==> config.mk <==
export PLATFORM = sky130hd
export DESIGN_NAME = conv_window_feeder
export DESIGN_NICKNAME = d
export VERILOG_FILES = /design/src/rtl/conv_window_feeder.sv
export SDC_FILE = /design/constraint.sdc
export NUM_CORES = 1
export LEC_CHECK = 0
export CORE_ASPECT_RATIO = 1.4
export CORE_MARGIN = 4
export CORE_UTILIZATION = 39
export CTS_BUF_LIST = sky130_fd_sc_hd__clkbuf_4 sky130_fd_sc_hd__clkbuf_8
export DETAILED_ROUTE_END_ITERATION = 10
export HOLD_SLACK_MARGIN = 0.12
export RECOVER_POWER = 50
export SLEW_MARGIN = 10
export SYNTH_ARGS = -nofsm -noshare
export SYNTH_HDL_FRONTEND = slang
export SYNTH_SLANG_ARGS = --single-unit
==> constraint.sdc <==
create_clock -name clk -period 3.9 [get_ports clk]
set_input_delay 0.975 -clock clk [delete_from_list [all_inputs] [get_ports clk]]
set_output_delay 0.975 -clock clk [all_outputs]
set_load 0.02 [all_outputs]
==> src/rtl/conv_window_feeder.sv <==
// conv_window_feeder: serial-to-parallel input stage for the convolution
// forward layer. Packs WIDTH consecutive 32-bit stream words into one vector
// and presents it with a held weight bank, a bias term and an 8-bit id.
//
// Optional feature macro: FEEDER_ZERO_PAD_EN
//   defined   - a partial vector closed by s_last is issued, with the unfilled
//               lanes forced to zero.
//   undefined - a partial vector closed by s_last is dropped and err_short
//               pulses for one cycle.
//
// Stream handshake: a word transfers on a rising edge where s_valid && s_ready.
// s_ready equals cfg_done (high in RUN, low in CFG), so the block never
// back-pressures while streaming. s_last is only sampled on a transfer.
// cfg_done also serves as the externally visible FSM state (1 = RUN).
module conv_window_feeder #(
  parameter int WIDTH = 8
) (
  input  logic                         clk,
  input  logic                         reset,
  input  logic                         cfg_wr,
  input  logic [$clog2(WIDTH+1)-1:0]   cfg_addr,
  input  logic [31:0]                  cfg_data,
  input  logic                         cfg_commit,
  input  logic                         cfg_unlock,
  input  logic [31:0]                  s_data,
  input  logic                         s_valid,
  input  logic                         s_last,
  output logic                         s_ready,
  output logic [32*WIDTH-1:0]          in_data,
  output logic [32*WIDTH-1:0]          weight_vec,
  output logic [31:0]                  bias_term,
  output logic [7:0]                   id,
  output logic                         vec_valid,
  output logic                         cfg_done,
  output logic                         err_short
);

  localparam int AW = $clog2(WIDTH+1);
  localparam int CW = $clog2(WIDTH);

  typedef enum logic {
    ST_CFG = 1'b0,
    ST_RUN = 1'b1
  } state_t;

  state_t              state_q, state_d;
  logic [CW-1:0]       count_q, count_d;
  logic [32*WIDTH-1:0] gather_q, gather_d;
  logic [32*WIDTH-1:0] in_data_q, in_data_d;
  logic [32*WIDTH-1:0] weight_q, weight_d;
  logic [31:0]         bias_q, bias_d;
  logic [7:0]          id_q, id_d;
  logic [7:0]          id_cnt_q, id_cnt_d;
  logic                vec_valid_q, vec_valid_d;
  logic                err_short_q, err_short_d;

  // gather buffer with the incoming word merged into its lane
  logic [32*WIDTH-1:0] lane_vec;

  // Next-state, configuration writes, gathering and vector issue.
  always_comb begin
    state_d     = state_q;
    count_d     = count_q;
    gather_d    = gather_q;
    in_data_d   = in_data_q;
    weight_d    = weight_q;
    bias_d      = bias_q;
    id_d        = id_q;
    id_cnt_d    = id_cnt_q;
    vec_valid_d = 1'b0;
    err_short_d = 1'b0;
    lane_vec    = gather_q;

    case (state_q)
      ST_CFG: begin
        // The write lands in the same edge as the commit, so it is not lost.
        if (cfg_wr) begin
          for (int i = 0; i < WIDTH; i++) begin
            if (cfg_addr == AW'(i)) weight_d[32*i +: 32] = cfg_data;
          end
          if (cfg_addr == AW'(WIDTH)) bias_d = cfg_data;
        end
        if (cfg_commit) state_d = ST_RUN;
      end

      ST_RUN: begin
        if (cfg_unlock) begin
          // Unlock wins over any issue; the word on this edge is dropped.
          state_d  = ST_CFG;
          count_d  = '0;
          id_cnt_d = '0;
        end else if (s_valid) begin
          for (int i = 0; i < WIDTH; i++) begin
            if (count_q == CW'(i)) lane_vec[32*i +: 32] = s_data;
          end
          gather_d = lane_vec;
          if (count_q == CW'(WIDTH-1)) begin
            in_data_d   = lane_vec;
            id_d        = id_cnt_q;
            vec_valid_d = 1'b1;
            count_d     = '0;
            id_cnt_d    = s_last ? 8'd0 : id_cnt_q + 8'd1;
          end else if (s_last) begin
`ifdef FEEDER_ZERO_PAD_EN
            in_data_d = lane_vec;
            for (int i = 0; i < WIDTH; i++) begin
              if (CW'(i) > count_q) in_data_d[32*i +: 32] = 32'h0000_0000;
            end
            id_d        = id_cnt_q;
            vec_valid_d = 1'b1;
`else
            err_short_d = 1'b1;
`endif
            count_d  = '0;
            id_cnt_d = '0;
          end else begin
            count_d = count_q + CW'(1);
          end
        end
      end

      default: state_d = ST_CFG;
    endcase
  end

  // State and datapath registers; everything clears asynchronously.
  always_ff @(posedge clk or negedge reset) begin
    if (!reset) begin
      state_q     <= ST_CFG;
      count_q     <= '0;
      gather_q    <= '0;
      in_data_q   <= '0;
      weight_q    <= '0;
      bias_q      <= '0;
      id_q        <= '0;
      id_cnt_q    <= '0;
      vec_valid_q <= 1'b0;
      err_short_q <= 1'b0;
    end else begin
      state_q     <= state_d;
      count_q     <= count_d;
      gather_q    <= gather_d;
      in_data_q   <= in_data_d;
      weight_q    <= weight_d;
      bias_q      <= bias_d;
      id_q        <= id_d;
      id_cnt_q    <= id_cnt_d;
      vec_valid_q <= vec_valid_d;
      err_short_q <= err_short_d;
    end
  end

  assign s_ready    = (state_q == ST_RUN);
  assign cfg_done   = (state_q == ST_RUN);
  assign in_data    = in_data_q;
  assign weight_vec = weight_q;
  assign bias_term  = bias_q;
  assign id         = id_q;
  assign vec_valid  = vec_valid_q;
  assign err_short  = err_short_q;

endmodule

==> Yosys cells after proc, flatten, opt, wreduce, memory -nomap -nowiden <==
Index checks and enable logic that the tools add are counted.
{ "word_totals": {"reg_bits": 822, "in_bits": 75, "wordCells": 82} }
{ "op_classes": {"addsub": 2, "eq_ne": 15, "muxes": 29, "bitwise": 2, "reduce_logical": 17} }
{ "ops": {"columns": ["operator", "n"], "rows": [
  ["32-bit two-way mux", 8],
  ["8-bit two-way mux", 5],
  ["3-bit AND reduction", 11],
  ["4-bit by 3-bit == test with 1-bit output (second input constant)", 4],
  ["3-bit == test (second input constant)", 4],
  ["3-bit two-way mux", 4],
  ["1-bit two-way mux", 11],
  ["8-bit by 1-bit adder with 8-bit output (second input constant)", 1],
  ["4-bit by 2-bit == test with 1-bit output (second input constant)", 2],
  ["3-bit by 2-bit == test with 1-bit output (second input constant)", 2],
  ["4-bit by 1-bit == test with 1-bit output (second input constant)", 1],
  ["4-bit == test (second input constant)", 1],
  ["4-bit zero test", 1],
  ["4-bit AND reduction", 1],
  ["3-bit by 1-bit adder with 3-bit output (second input constant)", 1],
  ["3-bit by 1-bit == test with 1-bit output (second input constant)", 1],
  ["3-bit zero test", 1],
  ["3-bit nonzero test", 1],
  ["1-bit NOT", 2],
  ["1-bit case mux with 2 select lines", 1],
  ["2-bit AND reduction", 1],
  ["2-bit nonzero test", 1]
]} }

==> Longest topological paths before layout <==
Gate-level depths: netlist (run 1).
{ "depth": {"ltp_word": 5, "depth_mapped": 8} }

==> Worst setup path after synthesis (run 1) <==
Ideal clock, no wire load.
{ "synth_path": {"path_type": "input-to-reg", "from": "input port s_valid", "to": "register gather_q[66]", "t_arrival_ns": 2.168, "slack_ns": 1.607, "stages": 6, "path_cell_list": "buf_2 nand3b_1 nor2b_1 clkbuf_1 buf_2 mux2_2"} }
{ "synth_between": {"elab_chain_cells": 1} }
{ "synth_lines": {"columns": ["item", "line_no", "source"], "rows": [
  ["from (decl)", "26", "input logic s_valid,"],
  ["3-bit AND reduction (no source line)", null, null],
  ["to (signal assigned)", "142", "gather_q <= gather_d;"],
  ["to (decl)", "48", "logic [32*WIDTH-1:0] gather_q, gather_d;"]
]} }
Every way passes these cells.
A chain may end at the register's enable or synchronous reset.

==> Worst setup path after layout (run 1) <==
{ "layout_path": {"from": "register state_q, in the netlist cfg_done", "to": "output port cfg_done"} }
{ "layout_rtl": {"columns": ["item", "line_no", "source"], "rows": [
  ["from (decl)", "46", "state_t state_q, state_d;"],
  ["from (signal assigned)", "140", "state_q <= state_d;"],
  ["to (decl)", "34", "output logic cfg_done,"]
]} }
No word-level cell between the ends.

==> results.toml, run 1 <==
[sta]
rsz0062_at_grt = "no"
maxSlewHeadroom_pct = -89.45
period_share_pct = 82.31
tightest_slew_ns = 2.842
drv_slew = 279
setup_tns_ns = 0
clock.fmax_mhz = 311.5
setup_violations = 0
holdWs_ns = 0.4708
hold_violations = 0
skew_ns = 0.03152
period_minus_slack_ns = 3.210

[outcome]
violations = "capacitance limit, slew limit"
status = "complete, but fails checks"

[cts]
cts_tree = "built"
clockBufferDepth = 3
cts_max_level = 4
postCtsSetupBuffers = 0
cts_root_buf = "clkbuf_8"
clk_pin_slew_ns = 0.06
postCtsHoldBufs = 0
ctsResizeCount = 0
clk_latency_ns = 0.77
cts_sinks = 790
cts_buffers = 130

[critical_path]
path_buf_inv = 1
startpoint = "cfg_done$_DFF_PN0_"
crit_fanout = 15
worstSetupPathType = "reg2out"
crit_path_end_kind = "primary output"
path_depth = 1
crit_required_ns = 2.92
rr_worst_depth = 6
worstPathArrival_ns = 2.24
cp_top_family = "flip-flops"
r2r-end = "in_data[72]$_DFFE_PN0P_"
r2r-start = "count_q[0]$_DFFE_PN0P_"
slowest_delay_ns = 0.74
cp_slowest_cell = "dfrtp_1"
path_cells = "clkdlybuf4s50_1"
crit_path_start_kind = "flip-flop"
r2r_slack_ns = 0.75

[power_and_ir_drop]
p_int_w = 0.01640
total_leakage_power_nw = 19.42
swShare_pct = 28.36
p_per_area_nw_per_um2 = 548.1
pwr-share-clk_pct = 33.4
switchingPower_w = 0.006493
peakVddDrop_uv = 304.0
seqPwrFrac_pct = 44.6
combinationalPowerShare_pct = 22.0

[placement]
place_congestion = 0.7821
dp_hpwl_um = 65000
io_buffer_count = 630

[route]
detail_route.wl_per_cell_um = 23.04
wl_um = 96040
vias = 21030
ant_nets = 0
drt-initial-drc-count = 898
drc = 0
routed_via_density = 5.045
drt_first_pass_iters = 5

[die]
num_rows = 123
start_util_pct = 39.25
dieArea_sq_um = 85520
die_w_um = 248.3
die_h_um = 344.4
pin_count = 631
core_area_sq_um = 80330

[logic_synthesis]
synth.cell_area_sq_um = 31530
syn_area_per_cell_sq_um = 13.37
synth_area_leaders = "dfrtp_1 (63%), mux2_2 (18%), mux2i_1 (7.1%)"
async_flop_share_pct = 100.0
syn_nets = 2441
synth_top_area_cell = "dfrtp_1"
synth_top_area_share_pct = 62.70
synth_seq_cells = 790
yosysMostFrequentCell = "dfrtp_1"
synthCells = 2359
synth_edf_count = 0
synth_flop_cell = "dfrtp_1"
ys_top_cells_by_count = "dfrtp_1 (790), mux2_2 (506), nand2_1 (360)"
ys_seq_area_share_pct = 62.70
synth_cell_type_count = 34
yosys_warnings = 0

[cells_and_area]
fillers = 7082
multi_input_area_sq_um = 11050
area_growth_pct = 32.48
drive_gt1_share_pct = 25.71
ff_latch_area_sq_um = 19770
fin_nets = 3093

[grt]
grt_pass1_wl_um = 144200
gr-total-overflow = 0
grt_util_all_layers_pct = 22.23
grt_pass1_vias = 22680
grt_start_max_net_pins = 151
antenna_found_initial = 5

[worst_hold_path]
holdPathStages = 2
hp-start = "in_data[159]$_DFFE_PN0P_"
min_to = "in_data[159]$_DFFE_PN0P_"
min-delay-path-class = "reg2reg"

[run]
cap_violations = 4
layer usage:
metal  wire [um]  vias to the layer above  GRT usage, %
li1            -                     9453             -
met1       38010                    10750         26.51
met2       46410                      670         36.93
met3        8698                      152         8.375
met4        2890                        4         7.834
met5          28                        -             0
cells in the final DEF (no fill, tap or decap), drive strengths merged, types with 7 or more instances in the layout:
| cell type | count |
|---|---|
| nand2 | 360 |
| dfrtp | 790 |
| ha | 7 |
| mux2i | 225 |
| clkdlybuf4s50 | 627 |
| nor2 | 9 |
| clkbuf | 233 |
| mux2 | 512 |
| o21ai | 234 |
| clkinv | 9 |
| buf | 34 |
| inv | 11 |
power groups by stage:
stage                     combinational, W  clock [W]  sequential (W)
after floorplan                    0.00169          0          0.0112
after global routing               0.00538    0.00824          0.0104
final                              0.00504    0.00764          0.0102
after global placement             0.00502          0          0.0103
after CTS                          0.00511    0.00788          0.0102
after detailed placement           0.00510          0          0.0104
state kept, by name, indices dropped and copies added (netlist names):
name        count
gather_q      224
id_cnt_q        8
count_q         3
weight_vec    256
bias_term      32
cfg_done        1
in_data       256
err_short       1
id              8
vec_valid       1
cells by family after synthesis:
family          count (synthesis)  share of synthesized area [%]
compound gates                249                          4.036
fa+ha+maj                       7                         0.2778
buf+inv                       178                          2.468
flops                         790                          62.70
simple gates                  398                          5.091
mux                           737                          25.43
area by class of cell:
cell class                 count  area share, %
sequential                   790          47.33
clock inverter                21         0.4583
multi-input combinational   1391          26.46
inverter                       6        0.05391
timing repair buffer         692          16.40
clock buffer                 204          6.107
tap                         1062          3.181
antenna                        3        0.01797
metrics by stage:
step                worst slack [ns]  instances  instance area, sq um  util, %  power [W]
finish                        0.6899       4169                 41770    52.00    0.02290
detailed placement            0.7621       3941                 39210    48.80    0.01548
global placement              0.8123       3941                 39210    48.80    0.01532
floorplan                      1.607       2359                 31530        -    0.01285
global route                  0.3208       4169                 41770    52.00    0.02399
CTS                           0.5545       4166                 41950    52.22    0.02322
worst reg2reg max path: stages (launching register included):
cell and delay, ns:
dfrtp_1 0.43, ha_1 0.25, ha_1 0.27, nand4b_1 0.22, buf_12 0.24, clkbuf_2 1.22
o21ai_0 0.32
how the worst max path moves through the flow:
stage                                     endpoint  slack, ns
after floorplan           gather_q[66]$_DFFE_PN0P_       1.61
after global placement    gather_q[50]$_DFFE_PN0P_       0.81
after detailed placement  gather_q[47]$_DFFE_PN0P_       0.76
after CTS                                 cfg_done       0.55
after global routing      bias_term[7]$_DFFE_PN0P_       0.32
final                                     cfg_done       0.69
Power figures use the tool's default switching activity.
==> inputs of run 2 (changes only) <==
--- a/config.mk
+++ b/config.mk
@@ -11,6 +11,7 @@
 export CTS_BUF_LIST = sky130_fd_sc_hd__clkbuf_4 sky130_fd_sc_hd__clkbuf_8
 export DETAILED_ROUTE_END_ITERATION = 10
 export HOLD_SLACK_MARGIN = 0.12
+export PLACE_DENSITY = 0.66
 export RECOVER_POWER = 50
 export SLEW_MARGIN = 10
 export SYNTH_ARGS = -nofsm -noshare
==> constraint.sdc (replaced) <==
create_clock -name clk -period 2.8 [get_ports clk]
set_input_delay 0.7 -clock clk [delete_from_list [all_inputs] [get_ports clk]]
set_output_delay 0.7 -clock clk [all_outputs]
set_load 0.02 [all_outputs]
==> results.toml, run 2 (synthesis results as in run 1) <==
[outcome]
status = "finished clean"

[sta]
period_share_pct = 93.25
period_minus_slack_ns = 2.611
drv_slew = 0
maxSlewHeadroom_pct = 15.81
tightest_slew_ns = 1.263
skew_ns = 0.05895
hold_violations = 0
setup_tns_ns = 0
rsz0062_at_grt = "no"
setup_violations = 0
clock.fmax_mhz = 383.0

[critical_path]
worstSetupPathType = "reg2out"
worstPathArrival_ns = 1.91
cp-endpoint = "cfg_done"
slowest_delay_ns = 0.64
crit_path_start_kind = "flip-flop"
r2r_slack_ns = 0.33
r2r-end = "gather_q[176]$_DFFE_PN0P_"
rr_worst_depth = 5
crit_required_ns = 2.10
startpoint = "cfg_done$_DFF_PN0_"
path_depth = 1
path_cells = "clkdlybuf4s50_1"
crit_path_end_kind = "primary output"
cp_top_family = "buffers and inverters"
r2r-start = "cfg_done$_DFF_PN0_"
path_buf_inv = 1
crit_fanout = 15
cp_slowest_cell = "clkdlybuf4s50_1"

[die]
core_area_sq_um = 80330
die_w_um = 248.3
pin_count = 631
die_h_um = 344.4
dieArea_sq_um = 85520
num_rows = 123
start_util_pct = 39.25

[route]
drc = 0
vias = 21250
drt-initial-drc-count = 843
drt_first_pass_iters = 5
detail_route.wl_per_cell_um = 22.66
wl_um = 94500
ant_nets = 0
routed_via_density = 5.094

[cells_and_area]
area_growth_pct = 32.42
ff_latch_area_sq_um = 19770
multi_input_area_sq_um = 11040
fillers = 6906
fin_area_sq_um = 41750
drive_gt1_share_pct = 25.61
mostFrequentLayoutCells = "dfrtp_1 (789), clkdlybuf4s50_1 (628), mux2_2 (506)"
fin_nets = 3090
final_common_cell = "dfrtp_1"

[cts]
cts_sinks = 790
cts_tree = "built"
cts_buffers = 120
postCtsSetupBuffers = 0
cts_root_buf = "clkbuf_8"
clk_pin_slew_ns = 0.06
clockBufferDepth = 3
cts_max_level = 3
clk_latency_ns = 0.73

[grt]
gr-total-overflow = 0
antenna_found_initial = 8
grt_pass1_wl_um = 141300
grt_pass1_vias = 22440
grt_util_all_layers_pct = 21.65
grt_start_max_net_pins = 111

[run]
cap_violations = 0

[power_and_ir_drop]
peakVddDrop_uv = 503.5
total_leakage_power_nw = 19.42
p_per_area_nw_per_um2 = 756.4

[placement]
placedInstanceArea_sq_um = 39450
place_congestion = 0.8144
dp_hpwl_um = 64040
io_buffer_count = 630

[worst_hold_path]
min-delay-path-class = "reg2reg"
hp-start = "in_data[121]$_DFFE_PN0P_"
run 2: how the worst min path moves through the flow:
| stage | slack [ns] | depth (start not counted) | to |
|---|---|---|---|
| 6_report | 0.48 | 2 | in_data[121]$_DFFE_PN0P_ |
| 2_1_floorplan | 0.40 | 0 | bias_term[0]$_DFFE_PN0P_ |
| 3_3_place_gp | 0.46 | 2 | in_data[232]$_DFFE_PN0P_ |
| 4_1_cts | 0.37 | 2 | in_data[16]$_DFFE_PN0P_ |
| 5_1_grt | 0.50 | 2 | in_data[83]$_DFFE_PN0P_ |
| 3_5_place_dp | 0.46 | 2 | in_data[232]$_DFFE_PN0P_ |
run 2: area by class of cell:
cell class / instances / area share, %
Antenna cell: 5 / 0.02997
Clock buffer: 184 / 5.526
Clock inverter: 34 / 0.8181
Inverter: 6 / 0.05394
Multi-Input combinational cell: 1391 / 26.43
Sequential cell: 790 / 47.36
Tap cell: 1062 / 3.182
Timing Repair Buffer: 699 / 16.60
run 2: metal layers:
layer	GRT usage, %	routed length [um]	vias up
li1	-	-	9471
met1	26.38	37570	10860
met2	35.60	45230	756
met3	7.885	8673	152
met4	7.518	2985	6
met5	0	41	-
run 2: stage by stage:
stage / total power, W / std cells / util, % / hold WS, ns / setup slack, ns
after floorplan: 0.01790 / 2359 / - / 0.4044 / 0.7823
final: 0.03158 / 4171 / 51.97 / 0.4773 / 0.1890
after CTS: 0.03202 / 4166 / 52.42 / 0.3730 / 0.02196
after global routing: 0.03307 / 4168 / 51.96 / 0.4963 / 0.08083
after global placement: 0.02133 / 3947 / 49.11 / 0.4601 / 0.3391
after detailed placement: 0.02159 / 3947 / 49.11 / 0.4613 / 0.2973
run 2: where the power goes:
part	internal (W)	total (W)	switching, W
registers	0.0132	0.0143	0.00101
logic	0.00362	0.00701	0.00339
clock network	0.00567	0.0103	0.00465
total	0.0225	0.0316	0.00904
run 2: timing repair:
action | in CTS | in global routing
setup endpoints to repair | 2 | 1
hold buffers | 1 | 0
endpoints found under the hold margin | 30 | 0
resized for setup | 2 | 1
run 2: worst reg2reg max path: stages, from the launching register on:
cell and delay, ns:
dfrtp_4 0.54, nand3b_1 0.10, clkbuf_2 0.25, nor2_4 0.15, clkbuf_2 0.85, mux2_2 0.46
==> inputs of run 3 (changes only) <==
--- a/config.mk
+++ b/config.mk
@@ -5,13 +5,13 @@
 export SDC_FILE = /design/constraint.sdc
 export NUM_CORES = 1
 export LEC_CHECK = 0
+export ABC_AREA = 1
 export CORE_ASPECT_RATIO = 1.4
 export CORE_MARGIN = 4
 export CORE_UTILIZATION = 39
 export CTS_BUF_LIST = sky130_fd_sc_hd__clkbuf_4 sky130_fd_sc_hd__clkbuf_8
 export DETAILED_ROUTE_END_ITERATION = 10
 export HOLD_SLACK_MARGIN = 0.12
-export PLACE_DENSITY = 0.66
 export RECOVER_POWER = 50
 export SLEW_MARGIN = 10
 export SYNTH_ARGS = -nofsm -noshare
==> constraint.sdc (replaced) <==
create_clock -name clk -period 3.4 [get_ports clk]
set_input_delay 0.85 -clock clk [delete_from_list [all_inputs] [get_ports clk]]
set_output_delay 0.85 -clock clk [all_outputs]
set_load 0.02 [all_outputs]
==> results.toml, run 3 <==
[outcome]
status = "complete, but fails checks"
violations = "capacitance limit, slew limit"

[placement]
placedInstanceArea_sq_um = 38560
dp.cells = 5015
io_buffer_count = 630
place_congestion = 0.8008
dp_hpwl_um = 74710
place_ws_ns = 0.6567

[critical_path]
slowest_delay_ns = 1.36
r2r_slack_ns = 0.80
path_cells = "dlygate4sd3_1, clkbuf_2, buf_12, clkbuf_2"
crit_top_cell = "clkbuf_2"
crit_path_end_kind = "async pin"
worstPathArrival_ns = 3.66
cp_slowest_cell = "clkbuf_2"
rr_worst_depth = 6
crit_path_start_kind = "input port"
crit_required_ns = 4.26
r2r-end = "bias_term[16]$_DFFE_PN0P_"
crit_fanout = 57
worstSetupPathType = "in2async"
r2r-start = "cfg_done$_DFF_PN0_"

[logic_synthesis]
synth_cell_type_count = 20
yosys_warnings = 0
synth_edf_count = 0
synth.cell_area_sq_um = 31080
synth_seq_cells = 790
synth_top_area_share_pct = 63.61
synth_area_leaders = "dfrtp_1 (64%), nand2_1 (18%), o21ai_0 (10%)"
yosysMostFrequentCell = "nand2_1"
ys_top_cells_by_count = "nand2_1 (1451), dfrtp_1 (790), o21ai_0 (649)"
synth_top_area_cell = "dfrtp_1"
synthCells = 3467
async_flop_share_pct = 100.0
synth_flop_cell = "dfrtp_1"
syn_area_per_cell_sq_um = 8.964
ys_seq_area_share_pct = 63.61
syn_nets = 3549

[sta]
finalWorstSetupSlack_ns = 0.6005
holdWs_ns = 0.4670
hold_violations = 0
maxSlewHeadroom_pct = -29.07
drv_slew = 294
tightest_slew_ns = 1.936
setup_tns_ns = 0
period_share_pct = 82.34
period_minus_slack_ns = 2.800
skew_ns = 0.02504
rsz0062_at_grt = "no"
clock.fmax_mhz = 357.2
setup_violations = 0

[cts]
clockBufferDepth = 3
cts_sinks = 790
cts_tree = "built"
cts_max_level = 4
postCtsSetupBuffers = 0
clk_latency_ns = 0.77
cts_buffers = 130
clk_pin_slew_ns = 0.05
cts_root_buf = "clkbuf_8"

[grt]
use_met3_pct = 9.166
grt_util_all_layers_pct = 25.45
gr-total-overflow = 0
grt_start_max_net_pins = 212
busiest_layer = "met2"
grt_pass1_wl_um = 160300
grt_pass1_vias = 24370
grtUsageMet2_pct = 39.92
use_met1_pct = 32.26
antenna_found_initial = 6

[cells_and_area]
fin_nets = 4176
drive_gt1_share_pct = 7.070
mostFrequentLayoutCells = "nand2_1 (1445), dfrtp_1 (790), o21ai_0 (652)"
fin_area_sq_um = 41100
final_cells = 5243
final_common_cell = "nand2_1"
area_growth_pct = 32.25

[die]
die_h_um = 342.0
core_area_sq_um = 79070
start_util_pct = 39.31
die_w_um = 246.6
num_rows = 122
dieArea_sq_um = 84340
pin_count = 631

[route]
ant_nets = 0
drt-initial-drc-count = 1939
drt_first_pass_iters = 5
vias = 25470
wl_um = 108500
detail_route.wl_per_cell_um = 20.69
drc = 0
routed_via_density = 4.859

[power_and_ir_drop]
p_per_area_nw_per_um2 = 659.6
total_leakage_power_nw = 19.76
peakVddDrop_uv = 410.5

[worst_hold_path]
holdPathStages = 2
hp-start = "in_data[149]$_DFFE_PN0P_"
min_to = "in_data[149]$_DFFE_PN0P_"
min-delay-path-class = "reg2reg"

[run]
cap_violations = 4
-- run 3: changes by cell type in the layout (fill, tap and decap cells not counted), sizes merged, moves of 14 or more --
cell | before | now
a21oi | 5 | 99
clkbuf | 220 | 234
inv | 12 | 128
mux2 | 512 | 0
mux2i | 225 | 0
nand2 | 360 | 1452
nor2 | 9 | 116
o21ai | 234 | 653
-- run 3: stage by stage --
step           util [%]  total power, W
2_1_floorplan         -         0.01538
3_3_place_gp      48.77         0.01847
3_5_place_dp      48.77         0.01859
4_1_cts           52.22         0.02745
5_1_grt           51.98         0.02865
6_report          51.98         0.02711
-- run 3: worst max-delay path: cells and delay by family --
family	cells	cell delay, ns
buffers and inverters	4	2.72
-- run 3: logic make-up (layout without fill, tap and decap cells) --
kind of cell             after synthesis  in the layout  synth area share, %
buffers and inverters                332           1052                4.674
AND/OR/NAND/NOR                     1584           1584                19.29
flip-flops                           790            790                63.61
adder cells (fa/ha/maj)                7              7               0.2818
AO/OA/AOI/OAI                        754            754                12.15
other                                  0              2                    0
-- run 3: how the worst max path moves through the flow --
stage,start,to,depth (start not counted)
after detailed placement,cfg_unlock,in_data[16]$_DFFE_PN0P_,8
after floorplan,cfg_unlock,in_data[235]$_DFFE_PN0P_,10
after CTS,cfg_done$_DFF_PN0_,cfg_done,1
final,reset,in_data[76]$_DFFE_PN0P_,4
after global placement,cfg_unlock,in_data[31]$_DFFE_PN0P_,7
after global routing,reset,gather_q[141]$_DFFE_PN0P_,3
-- run 3: layout make-up --
cell class | count | area (sq um)
multi-input cells | 2345 | 9866
fillers | 7478 | 37970
well taps | 1054 | 1319
diodes | 2 | 5.005
repair buffers | 701 | 6940
clock buffers | 204 | 2576
inverters | 126 | 483.0
flip-flops and latches | 790 | 19770
clock inverters | 21 | 143.9
-- run 3: timing repair --
action                                 CTS  global route
hold buffers                             1             0
endpoints found under the hold margin   39             0
gates resized for setup                  0             0
-- run 3: layer usage --
metal	up-vias	routed length, um
met1	12110	44170
met3	151	10270
met5	-	40
li1	12300	-
met4	6	3999
met2	916	50020
-- run 3: power by group --
group | total, W | internal, W | switching, W
registers | 0.0121 | 0.0112 | 0.000918
logic | 0.00632 | 0.00255 | 0.00378
clock network | 0.00871 | 0.00481 | 0.00390
total | 0.0271 | 0.0185 | 0.00859
